$ cat src/rtl/mux_stim_sequencer.sv
// Buffered vector replay source for the MUX2 netlist.
// Drives {S,B,A}, holds each vector HOLD+1 cycles and checks Y.
module mux_stim_sequencer #(
  parameter int DEPTH  = 8,
  parameter int HOLD_W = 4
) (
  input  logic              CLK,
  input  logic              RST,
  input  logic              LOAD_VALID,
  output logic              LOAD_READY,
  input  logic [2:0]        LOAD_VEC,
  input  logic              LOAD_EXP,
  input  logic              START,
  input  logic [HOLD_W-1:0] HOLD,
  output logic              A,
  output logic              B,
  output logic              S,
  input  logic              Y,
  output logic              BUSY,
  output logic              DONE,
  output logic              MISMATCH,
  output logic [7:0]        ERR_CNT
);

  localparam int PW = $clog2(DEPTH);
  localparam logic [PW:0] DEPTH_C = (PW+1)'(DEPTH);

  localparam logic [1:0] ST_IDLE   = 2'd0;
  localparam logic [1:0] ST_DRIVE  = 2'd1;
  localparam logic [1:0] ST_FINISH = 2'd2;

  logic [1:0]        state;
  logic [PW:0]       count;
  logic [PW-1:0]     rd_ptr;
  logic [HOLD_W-1:0] hold_cnt;
  logic [HOLD_W-1:0] hold_reg;
  logic [2:0]        sba;
  logic              mm_q;
  logic [7:0]        err_q;
  logic [3:0]        mem [DEPTH];

  logic              load_hs;
  logic [PW:0]       count_nxt;
  logic [PW:0]       last_idx;
  logic [PW-1:0]     nxt_ptr;
  logic [2:0]        first_vec;
  logic [3:0]        cur;
  logic              last;

  assign LOAD_READY = (state == ST_IDLE) && (count < DEPTH_C);
  assign load_hs    = LOAD_VALID && LOAD_READY;
  assign count_nxt  = count + {{PW{1'b0}}, load_hs};
  assign last_idx   = count - (PW+1)'(1);
  assign nxt_ptr    = rd_ptr + PW'(1);
  assign cur        = mem[rd_ptr];
  assign last       = ({1'b0, rd_ptr} == last_idx);

  // Entry 0 may be written on the same edge that starts the run.
  assign first_vec = (count == '0) ? LOAD_VEC : mem[0][3:1];

  always_ff @(posedge CLK) begin
    if (load_hs) begin
      mem[count[PW-1:0]] <= {LOAD_VEC, LOAD_EXP};
    end
  end

  always_ff @(posedge CLK) begin
    if (RST) begin
      state    <= ST_IDLE;
      count    <= '0;
      rd_ptr   <= '0;
      hold_cnt <= '0;
      hold_reg <= '0;
      sba      <= '0;
      mm_q     <= 1'b0;
      err_q    <= '0;
    end else begin
      mm_q <= 1'b0;
      case (state)
        ST_IDLE: begin
          count <= count_nxt;
          if (START) begin
            err_q    <= '0;
            hold_reg <= HOLD;
            if (count_nxt != '0) begin
              state    <= ST_DRIVE;
              rd_ptr   <= '0;
              sba      <= first_vec;
              hold_cnt <= HOLD;
            end else begin
              state <= ST_FINISH;
            end
          end
        end
        ST_DRIVE: begin
          if (hold_cnt != '0) begin
            hold_cnt <= hold_cnt - HOLD_W'(1);
          end else begin
            if (Y != cur[0]) begin
              mm_q <= 1'b1;
              if (err_q != 8'hFF) begin
                err_q <= err_q + 8'd1;
              end
            end
            if (last) begin
              state <= ST_FINISH;
            end else begin
              rd_ptr   <= nxt_ptr;
              sba      <= mem[nxt_ptr][3:1];
              hold_cnt <= hold_reg;
            end
          end
        end
        ST_FINISH: begin
          state <= ST_IDLE;
          count <= '0;
        end
        default: begin
          state <= ST_IDLE;
        end
      endcase
    end
  end

  assign {S, B, A} = sba;
  assign BUSY      = (state != ST_IDLE);
  assign DONE      = (state == ST_FINISH);
  assign MISMATCH  = mm_q;
  assign ERR_CNT   = err_q;

endmodule

$ cat config.mk
export PLATFORM = sky130hd
export DESIGN_NAME = mux_stim_sequencer
export DESIGN_NICKNAME = d
export VERILOG_FILES = /design/src/rtl/mux_stim_sequencer.sv
export SDC_FILE = /design/constraint.sdc
export NUM_CORES = 1
export LEC_CHECK = 0
export ABC_AREA = 1
export ABC_CLOCK_PERIOD_IN_PS = 2700
export CAP_MARGIN = 0
export CORE_UTILIZATION = 30
export CTS_BUF_LIST = sky130_fd_sc_hd__clkbuf_16
export CTS_CLUSTER_DIAMETER = 30
export CTS_CLUSTER_SIZE = 24
export DETAILED_ROUTE_END_ITERATION = 8
export DONT_BUFFER_PORTS = 1
export PLACE_DENSITY_LB_ADDON = 0.25
export SLEW_MARGIN = 20
export SYNTH_ARGS = -nofsm -noshare
export SYNTH_HDL_FRONTEND = slang
export SYNTH_SLANG_ARGS = --single-unit
$ cat constraint.sdc
create_clock -name CLK -period 2.7 [get_ports CLK]
set_input_delay 0.27 -clock CLK [delete_from_list [all_inputs] [get_ports CLK]]
set_output_delay 0.27 -clock CLK [all_outputs]
set_load 0.01 [all_outputs]
==> results of run 1 <==
-- final cells by class --
cell class | instances | area (sq um) | area share [%]
Clock buffer | 9 | 225 | 6.13
Clock inverter | 7 | 119 | 3.24
Inverter | 42 | 158 | 4.29
Multi-Input combinational cell | 258 | 1350 | 36.8
Sequential cell | 64 | 1600 | 43.6
Tap cell | 136 | 170 | 4.63
Timing Repair Buffer | 6 | 50.0 | 1.36
-- placed cells by master, fill, tap and decap left out, types with 2 or more instances in the layout --
master	Yosys	layout
nand2_1	66	66
nor2_1	48	48
inv_1	37	37
dfxtp_1	32	32
edfxtp_1	32	32
nand3_1	29	29
o21ai_0	29	29
a21oi_1	27	27
clkbuf_16	0	9
xor2_1	7	7
ha_1	7	7
nand2_2	5	5
nor2_2	5	5
inv_2	4	4
nand3_2	4	4
buf_4	0	4
nand4_1	3	3
o211ai_1	3	3
nor2b_1	3	3
a21oi_2	3	3
nand3b_1	3	3
bufinv_16	0	3
nor3_1	2	2
xnor2_1	2	2
or2_2	2	2
clkinvlp_4	0	2
dlygate4sd3_1	0	2
-- where the power goes --
group	switching [mW]	total, mW	internal [mW]
sequential	0.151	1.34	1.19
combinational	0.896	1.37	0.475
clock	0.428	1.33	0.902
total	1.48	4.04	2.56
-- worst max-delay path, stage by stage, from the launching register on --
cell and delay [ns]:
dfxtp_1 0.31, inv_1 0.12, nand2_2 0.15, nor2_1 0.16
nand2_1 0.09, inv_1 0.10, ha_1 0.17, ha_1 0.24
nor2_1 0.11, nand2_1 0.07, nor2_2 0.20, nand2_1 0.12
nand3_2 0.17, nand2_1 0.07, nand2_1 0.06, nor2_1 0.05
-- how the worst min path moves through the flow --
stage,startpoint,end,slack [ns],cells past startpoint
finish,LOAD_VEC[0],mem[2][1]$_DFFE_PP_,0.03,0
global route,LOAD_VEC[0],mem[2][1]$_DFFE_PP_,0.02,0
CTS,LOAD_VEC[1],mem[6][2]$_DFFE_PP_,0.02,0
detailed placement,RST,ERR_CNT[6]$_SDFFE_PP0P_,0.34,1
global placement,RST,ERR_CNT[6]$_SDFFE_PP0P_,0.33,1
floorplan,RST,flop,0.34,1
-- per-stage QoR --
stage	cell area, sq um	hold slack, ns	total power, mW	setup WS (ns)	utilization, %
2_1_floorplan	3190	0.339	2.44	0.488	-
6_report	3670	0.0322	4.04	0.408	35.6
4_1_cts	3670	0.0221	4.07	0.395	35.6
3_5_place_dp	3310	0.336	2.72	0.413	32.1
5_1_grt	3670	0.0164	4.33	0.142	35.6
3_3_place_gp	3310	0.334	2.70	0.502	32.1
-- timing repair --
action                    4_1_cts  5_1_grt
hold buffers                    2        0
resized for setup               0        0
hold endpoints to repair       12        0
-- layer usage --
layer / global-route usage (%) / wire length (microns) / share of wire (%) / vias to the layer above
met3: 4.30 / 296 / 4.3 / 9
met4: 6.04 / 107 / 1.6 / 0
met5: 0 / 0 / 0 / -
li1: - / - / - / 1251
met1: 16.7 / 3250 / 47 / 1125
met2: 22.3 / 3220 / 47 / 32
-- cell families after synthesis --
logic type	after synthesis	synth area share, %
mux	1	0.314
flops	64	50.3
compound gates	68	12.0
fa+ha+maj	7	2.75
simple gates	172	24.4
buf+inv	53	7.34
xor+xnor	10	2.99
==> impl_metrics.ini, run 1 <==
[run_status]
status = complete, no violations

[detailed_routing]
drt_iter0_markers = 82
via_per_inst = 4.63
detail-route-antenna-nets = 0
drt-pass1-iter-count = 4
vias = 2417
wl_microns = 6870
remaining_drc_errors = 0
wl_per_cell_microns = 13.2

[clock_tree]
cts_buffer_depth = 2
htree_levels = 3
cts_root_buf = clkbuf_16
cts_tree = done
clk_latency_ns = 0.33
clk_pin_slew_worst_paths_ns = 0.06
clkSinkCount = 64
cts-buffers-inserted = 9
postCtsSetupBuffers = 0

[synth]
avgSynthCellArea_sq_um = 8.49
synth.most_common_cell = nand2_1
synth-edff-count = 32
syn-cell-area_sq_mm = 0.00319
synthArstFlopShare_pct = 0
yosysTopAreaCellShare_pct = 30.2
synthCells = 375
ys_ff_latch = 64
ys.flop_type = edfxtp_1
synth_cell_types = 37
syn_nets = 395
ys_warn_count = 0
synth_common_cells = 66 x nand2_1, 48 x nor2_1, 37 x inv_1
ys_seq_area_share_pct = 50.3
synth.area.top_cells = edfxtp_1 30%, dfxtp_1 20%, nand2_1 7.8%
yosysTopAreaCell = edfxtp_1

[critical_path]
crit_end = hold_cnt[0]$_SDFFE_PP0P_
end_kind = flop
crit_path_max_fanout = 8
start_kind = flop
required_ns = 2.93
reg2reg_depth = 15
rr_startpoint = state[1]$_SDFFE_PP0P_
r2r-end = hold_cnt[0]$_SDFFE_PP0P_
critPathKind = reg2reg
crit_start = state[1]$_SDFFE_PP0P_
critPathArrivalTime_ns = 2.52
r2r_slack_ns = 0.41

[layout]
fin_nets = 401
final.fill_count = 1049
largest_reg_flops = 32
instances_no_fill = 522
drive_above_1_share_pct = 12.2
antennaDiodeCount = 0
area_growth_pct = 15.3

[timing]
finalHoldViolCount = 0
final.setup.tns_ns = 0
max-slew-margin-rel_pct = 54.4
final_max_slew_viol_count = 0
max_freq_ghz = 0.436
period_share_pct = 84.9
min_period_ns = 2.29
worst_pin_slew_ns = 0.678
skew_ns = 0.00776
setup_viol = 0
rsz0062_at_grt = false

[die]
fp.dieH_microns = 105
ios = 28
core_sq_mm = 0.0103
dieArea_sq_mm = 0.0110
rows = 37
initial_core_util_pct = 30.9
die-width_microns = 105

[place]
dp.cells = 504
port_buffers = 0
place.gp.congestion = 0.742
hpwl_microns = 5020

[global_routing]
grt_pass1_vias = 2399
antenna_found_initial = 0
grt_usage_pct = 13.7
overflow = 0
grt_pass1_wl_microns = 11600
grt_max_degree = 18

[pwr]
powerDensity_mw_per_mm2 = 1100
p_leak_nw = 1.46
vdd_ir_drop_max_mv = 0.361

[worst_hold_path]
min_path_type = in2reg

[flow_run]
max_cap_violations = 0
(Power assumes the default switching activity.)
==> run 2: changes to the inputs <==
- ABC_CLOCK_PERIOD_IN_PS: 2700 -> 2300
- clock period: 2.7 -> 2.3 ns (I/O delays scaled with it)
==> run 2 against run 1 <==
Via count grew 2.4%. Combinational power increased by 26%. Hold slack better by 0.031 ns. First-iteration DRC count is 18% higher. Global-route usage shrank 0.17 points. Largest power group unchanged. Sequential share of layout area is 0.43 points lower. Die area is the same. Clock skew rose by 0.00060 ns. Core utilization up 0.35 points.
==> impl_metrics.ini, run 2 (synthesis gave the netlist of run 1 again) <==
[place]
place.gp.congestion = 0.753
hpwl_microns = 5030
pre_cts_ws_ns = 0.184
port_buffers = 0

[die]
die-width_microns = 105
ios = 28
fp.dieH_microns = 105
rows = 37
initial_core_util_pct = 30.9
dieArea_sq_mm = 0.0110
core_sq_mm = 0.0103

[timing]
max-slew-margin-rel_pct = 61.8
min_period_ns = 2.07
finalHoldViolCount = 0
skew_ns = 0.00836
setup_viol = 0
worst_pin_slew_ns = 0.571
period_share_pct = 90.0
rsz0062_at_grt = false
final.setup.tns_ns = 0
final_max_slew_viol_count = 0
max_freq_ghz = 0.483
setup_ws_ns = 0.229

[critical_path]
crit_path_max_fanout = 8
critPathArrivalTime_ns = 2.31
critPathSlowestCell = dfxtp_1
rr_startpoint = state[0]$_SDFFE_PP0P_
required_ns = 2.54
critPathKind = reg2reg
r2r_slack_ns = 0.23
start_kind = flop
path_cells = inv_2 > nand2_2 > nor2_1 > nand2_1 > inv_1 > ha_1 > ha_1 > nor2_1 > nand2_1 > nor2_4 > a21oi_4 > nand2_4 > o21ai_2 > a21oi_1
reg2reg_depth = 14
max_stage_delay_ns = 0.31
end_kind = flop

[detailed_routing]
via_per_inst = 4.67
drt_iter0_markers = 97
drt-pass1-iter-count = 4
wl_per_cell_microns = 13.1
vias = 2475
wl_microns = 6960
remaining_drc_errors = 0
detail-route-antenna-nets = 0

[global_routing]
grt_pass1_vias = 2400
grt_usage_pct = 13.6
antenna_found_initial = 0
grt_max_degree = 19
overflow = 0
grtUsageMet2_pct = 22.3
use_met3_pct = 3.81
use_met1_pct = 17.1
grt_pass1_wl_microns = 11700
grt.busiest_layer = met2

[layout]
drive_above_1_share_pct = 13.2
area_growth_pct = 16.5
final.fill_count = 1040
regArea_sq_mm = 0.00160
largest_reg_flops = 32
final_common_cell = nand2_1
fin_nets = 409
antennaDiodeCount = 0
layout_common_cells = 65 x nand2_1, 48 x nor2_1, 38 x inv_1
multi_input_area_sq_mm = 0.00137

[worst_hold_path]
min_path_type = in2reg
min-delay-start = HOLD[2]
hold_end = hold_reg[2]$_SDFFE_PP0P_
holdPathStages = 2

[clock_tree]
clk_latency_ns = 0.32
postCtsSetupBuffers = 0
cts-buffers-inserted = 9
cts_tree = done
htree_levels = 3
clkSinkCount = 64
cts_buffer_depth = 2
cts_root_buf = clkbuf_16
clk_pin_slew_worst_paths_ns = 0.06

[flow_run]
max_cap_violations = 0

[pwr]
powerDensity_mw_per_mm2 = 1240
p_leak_nw = 1.49
vdd_ir_drop_max_mv = 0.346
p_total_mw = 4.61

[run_status]
status = complete, no violations
run 2: worst max-delay path by stage:
stage                                from                  endpoint  slack (ns)  cells past startpoint
floorplan           state[0]$_SDFFE_PP0P_  hold_cnt[1]$_SDFFE_PP0P_        0.09                     16
global placement    state[0]$_SDFFE_PP0P_  hold_cnt[1]$_SDFFE_PP0P_        0.23                     15
detailed placement  state[0]$_SDFFE_PP0P_  hold_cnt[3]$_SDFFE_PP0P_        0.18                     15
CTS                 state[0]$_SDFFE_PP0P_  hold_cnt[3]$_SDFFE_PP0P_        0.16                     15
global route        state[0]$_SDFFE_PP0P_                      flop        0.02                     14
finish              state[0]$_SDFFE_PP0P_                      flop        0.23                     14
run 2: critical path: cells and delay by family (launching register included):
kind	cells	cell delay, ns
and+or+nand+nor	7	0.78
adders and majority gates	2	0.42
DFF	1	0.31
AOI/OAI and AO/OA	3	0.31
buffers and inverters	2	0.17
run 2: through the flow:
stage	hold slack [ns]	area [sq um]	cells	util, %
global route	0.0699	3710	530	35.9
floorplan	0.299	3190	375	-
CTS	0.0485	3690	530	35.8
detailed placement	0.298	3350	509	32.4
finish	0.0632	3710	530	35.9
global placement	0.294	3350	509	32.4
run 2: report_power, final:
group          internal [mW]  leakage [nW]  switching, mW
Sequential              1.39         0.552          0.155
Clock                  0.839         0.147          0.498
Combinational          0.626         0.788           1.10
run 2: layout make-up:
cell class,count,area share (%)
Clock buffer,9,6.07
Clock inverter,7,1.96
Tap cell,136,4.59
Timing Repair Buffer,14,3.17
Inverter,42,4.25
Multi-Input combinational cell,258,36.8
Sequential cell,64,43.2
run 2: per-layer routing:
layer | routed length [microns] | share of wire, %
met1 | 3240 | 47
met2 | 3280 | 47
met3 | 379 | 5.4
met4 | 61 | 0.88
met5 | 0 | 0
run 2: what timing repair did:
item                                    4_1_cts  5_1_grt
hold buffers                                  5        0
endpoints found under the setup margin        0        5
resized for setup                             0        3
endpoints found under the hold margin        45        0
==> run 3: changes to the inputs <==
--- a/config.mk
+++ b/config.mk
@@ -16,3 +16,3 @@
 export DONT_BUFFER_PORTS = 1
-export PLACE_DENSITY_LB_ADDON = 0.25
+export PLACE_DENSITY = 0.56
 export SLEW_MARGIN = 20
--- a/constraint.sdc
+++ b/constraint.sdc
@@ -3,2 +3,2 @@
 set_output_delay 0.23 -clock CLK [all_outputs]
-set_load 0.01 [all_outputs]
+set_load 0.05 [all_outputs]
==> run 3 against run 2 <==
Combinational power is 20% higher. Global-route usage grew 0.66 points. Clock power shrank 4%. Critical path type unchanged. Via count rose by 2.5%.
==> impl_metrics.ini, run 3 (synthesis gave the netlist of run 1 again) <==
[detailed_routing]
detail-route-antenna-nets = 0
wl_microns = 7290
drt-pass1-iter-count = 4
remaining_drc_errors = 0
via_per_inst = 4.71
vias = 2536
drt_iter0_markers = 168
wl_per_cell_microns = 13.5

[critical_path]
crit_buf_inv = 2
critPathMostFrequentCell = nand2_1
r2r_slack_ns = 0.20
max_stage_delay_ns = 0.32
critPathArrivalTime_ns = 2.33
start_kind = flop
cpLargestDelayFamily = simple AND/OR/NAND/NOR gates
critPathKind = reg2reg
rr_startpoint = state[1]$_SDFFE_PP0P_
required_ns = 2.52
crit_path_max_fanout = 8
end_kind = flop
path_cells = inv_2 > nand2_8 > nor2_4 > nand2_1 > inv_1 > ha_1 > ha_1 > nor2_1 > nand2_1 > nor2_4 > nand2_1 > nand3_4 > nand2_1 > nand2_1 > nor2_1
reg2reg_depth = 15
critPathSlowestCell = dfxtp_1
r2r-end = hold_cnt[0]$_SDFFE_PP0P_

[die]
fp.dieH_microns = 105
ios = 28
initial_core_util_pct = 30.9
core_sq_mm = 0.0103
die-width_microns = 105
dieArea_sq_mm = 0.0110
rows = 37

[timing]
skew_ns = 0.00662
setup_ws_ns = 0.200
finalHoldViolCount = 0
final_max_slew_viol_count = 0
min_period_ns = 2.10
period_share_pct = 91.3
setup_viol = 0
max_freq_ghz = 0.476
max-slew-margin-rel_pct = 60.8
rsz0062_at_grt = false
worst_pin_slew_ns = 0.586
final.setup.tns_ns = 0

[worst_hold_path]
holdPathStages = 2
hold_end = hold_reg[2]$_SDFFE_PP0P_
min-delay-start = HOLD[2]
min_path_type = in2reg

[pwr]
p_total_mw = 4.93
power_frac_comb_pct = 42.0
p_sw_mw = 2.04
internal_power_mw = 2.90
vdd_ir_drop_max_mv = 0.511
sw_frac_of_total_pct = 41.3
clock_power_share_pct = 26.1
p_leak_nw = 1.54
powerDensity_mw_per_mm2 = 1310
seq_power_share_pct = 31.8

[clock_tree]
cts_tree = done
htree_levels = 3
cts-buffers-inserted = 9
clk_pin_slew_worst_paths_ns = 0.05
cts_root_buf = clkbuf_16
cts_buffer_depth = 2
clkSinkCount = 64
clk_latency_ns = 0.33

[layout]
area_growth_pct = 18.5
fin_nets = 417
drive_above_1_share_pct = 14.4
antennaDiodeCount = 0
layout_common_cells = 66 x nand2_1, 47 x nor2_1, 40 x inv_1
largest_reg_flops = 32
final_common_cell = nand2_1
finalInstanceArea_sq_mm = 0.00378

[global_routing]
antenna_found_initial = 0
grt_usage_pct = 14.2
grt_pass1_wl_microns = 12100
overflow = 0
grt_max_degree = 19
grt_pass1_vias = 2460

[place]
port_buffers = 0
hpwl_microns = 5060
pre_cts_ws_ns = 0.211
place.gp.congestion = 0.782
place_area_sq_mm = 0.00344

[flow_run]
max_cap_violations = 0

[run_status]
status = complete, no violations
## run 3: changes by cell type in the layout (fill, tap and decap cells not counted), moves of 2 or more
cell	change
inv_1	+2
clkinv_4	-2
nand2_2	-2
buf_4	+8
## run 3: power groups by stage
stage	combinational [mW]	clock [mW]	sequential, mW
final	2.07	1.29	1.57
after global routing	2.33	1.36	1.59
after CTS	2.06	1.32	1.57
after detailed placement	2.03	0	1.59
after global placement	2.01	0	1.59
after floorplan	1.46	0	1.71
## run 3: worst max-delay path by stage
stage                     startpoint                       end  slack, ns  cells past startpoint
2_1_floorplan  state[0]$_SDFFE_PP0P_  hold_cnt[1]$_SDFFE_PP0P_       0.02                     16
3_3_place_gp   state[1]$_SDFFE_PP0P_                      flop       0.29                     13
6_report       state[1]$_SDFFE_PP0P_  hold_cnt[0]$_SDFFE_PP0P_       0.20                     15
5_1_grt        state[1]$_SDFFE_PP0P_  hold_cnt[0]$_SDFFE_PP0P_       0.02                     15
3_5_place_dp   state[1]$_SDFFE_PP0P_  hold_cnt[0]$_SDFFE_PP0P_       0.21                     15
4_1_cts        state[1]$_SDFFE_PP0P_  hold_cnt[0]$_SDFFE_PP0P_       0.19                     15
## run 3: what timing repair did
action / 4_1_cts / 5_1_grt
hold endpoints to repair: 45 / 0
buffers inserted: 0 / 0
gates resized for setup: 0 / 1
setup endpoints to repair: 0 / 1
hold buffers: 5 / 0
## run 3: per-stage QoR
| stage | hold WS, ns | util (%) | std cells |
|---|---|---|---|
| 4_1_cts | 0.0538 | 36.5 | 538 |
| 3_3_place_gp | 0.295 | 33.3 | 517 |
| 2_1_floorplan | 0.299 | - | 375 |
| 6_report | 0.0646 | 36.6 | 538 |
| 3_5_place_dp | 0.297 | 33.3 | 517 |
| 5_1_grt | 0.0703 | 36.6 | 538 |
## run 3: cell type report
class,count,area [sq um]
inverter,42,160
tap,136,170
clock inverter,7,57.6
fill,1015,6550
timing repair buffer,22,178
sequential,64,1600
clock buffer,9,225
multi-input combinational,258,1380
## run 3: routing by layer
layer  GRT usage, %  share of wire, %
met1           17.2                46
met2           23.4                48
met3           4.74               5.3
met4           5.43              0.77
met5              0                 0
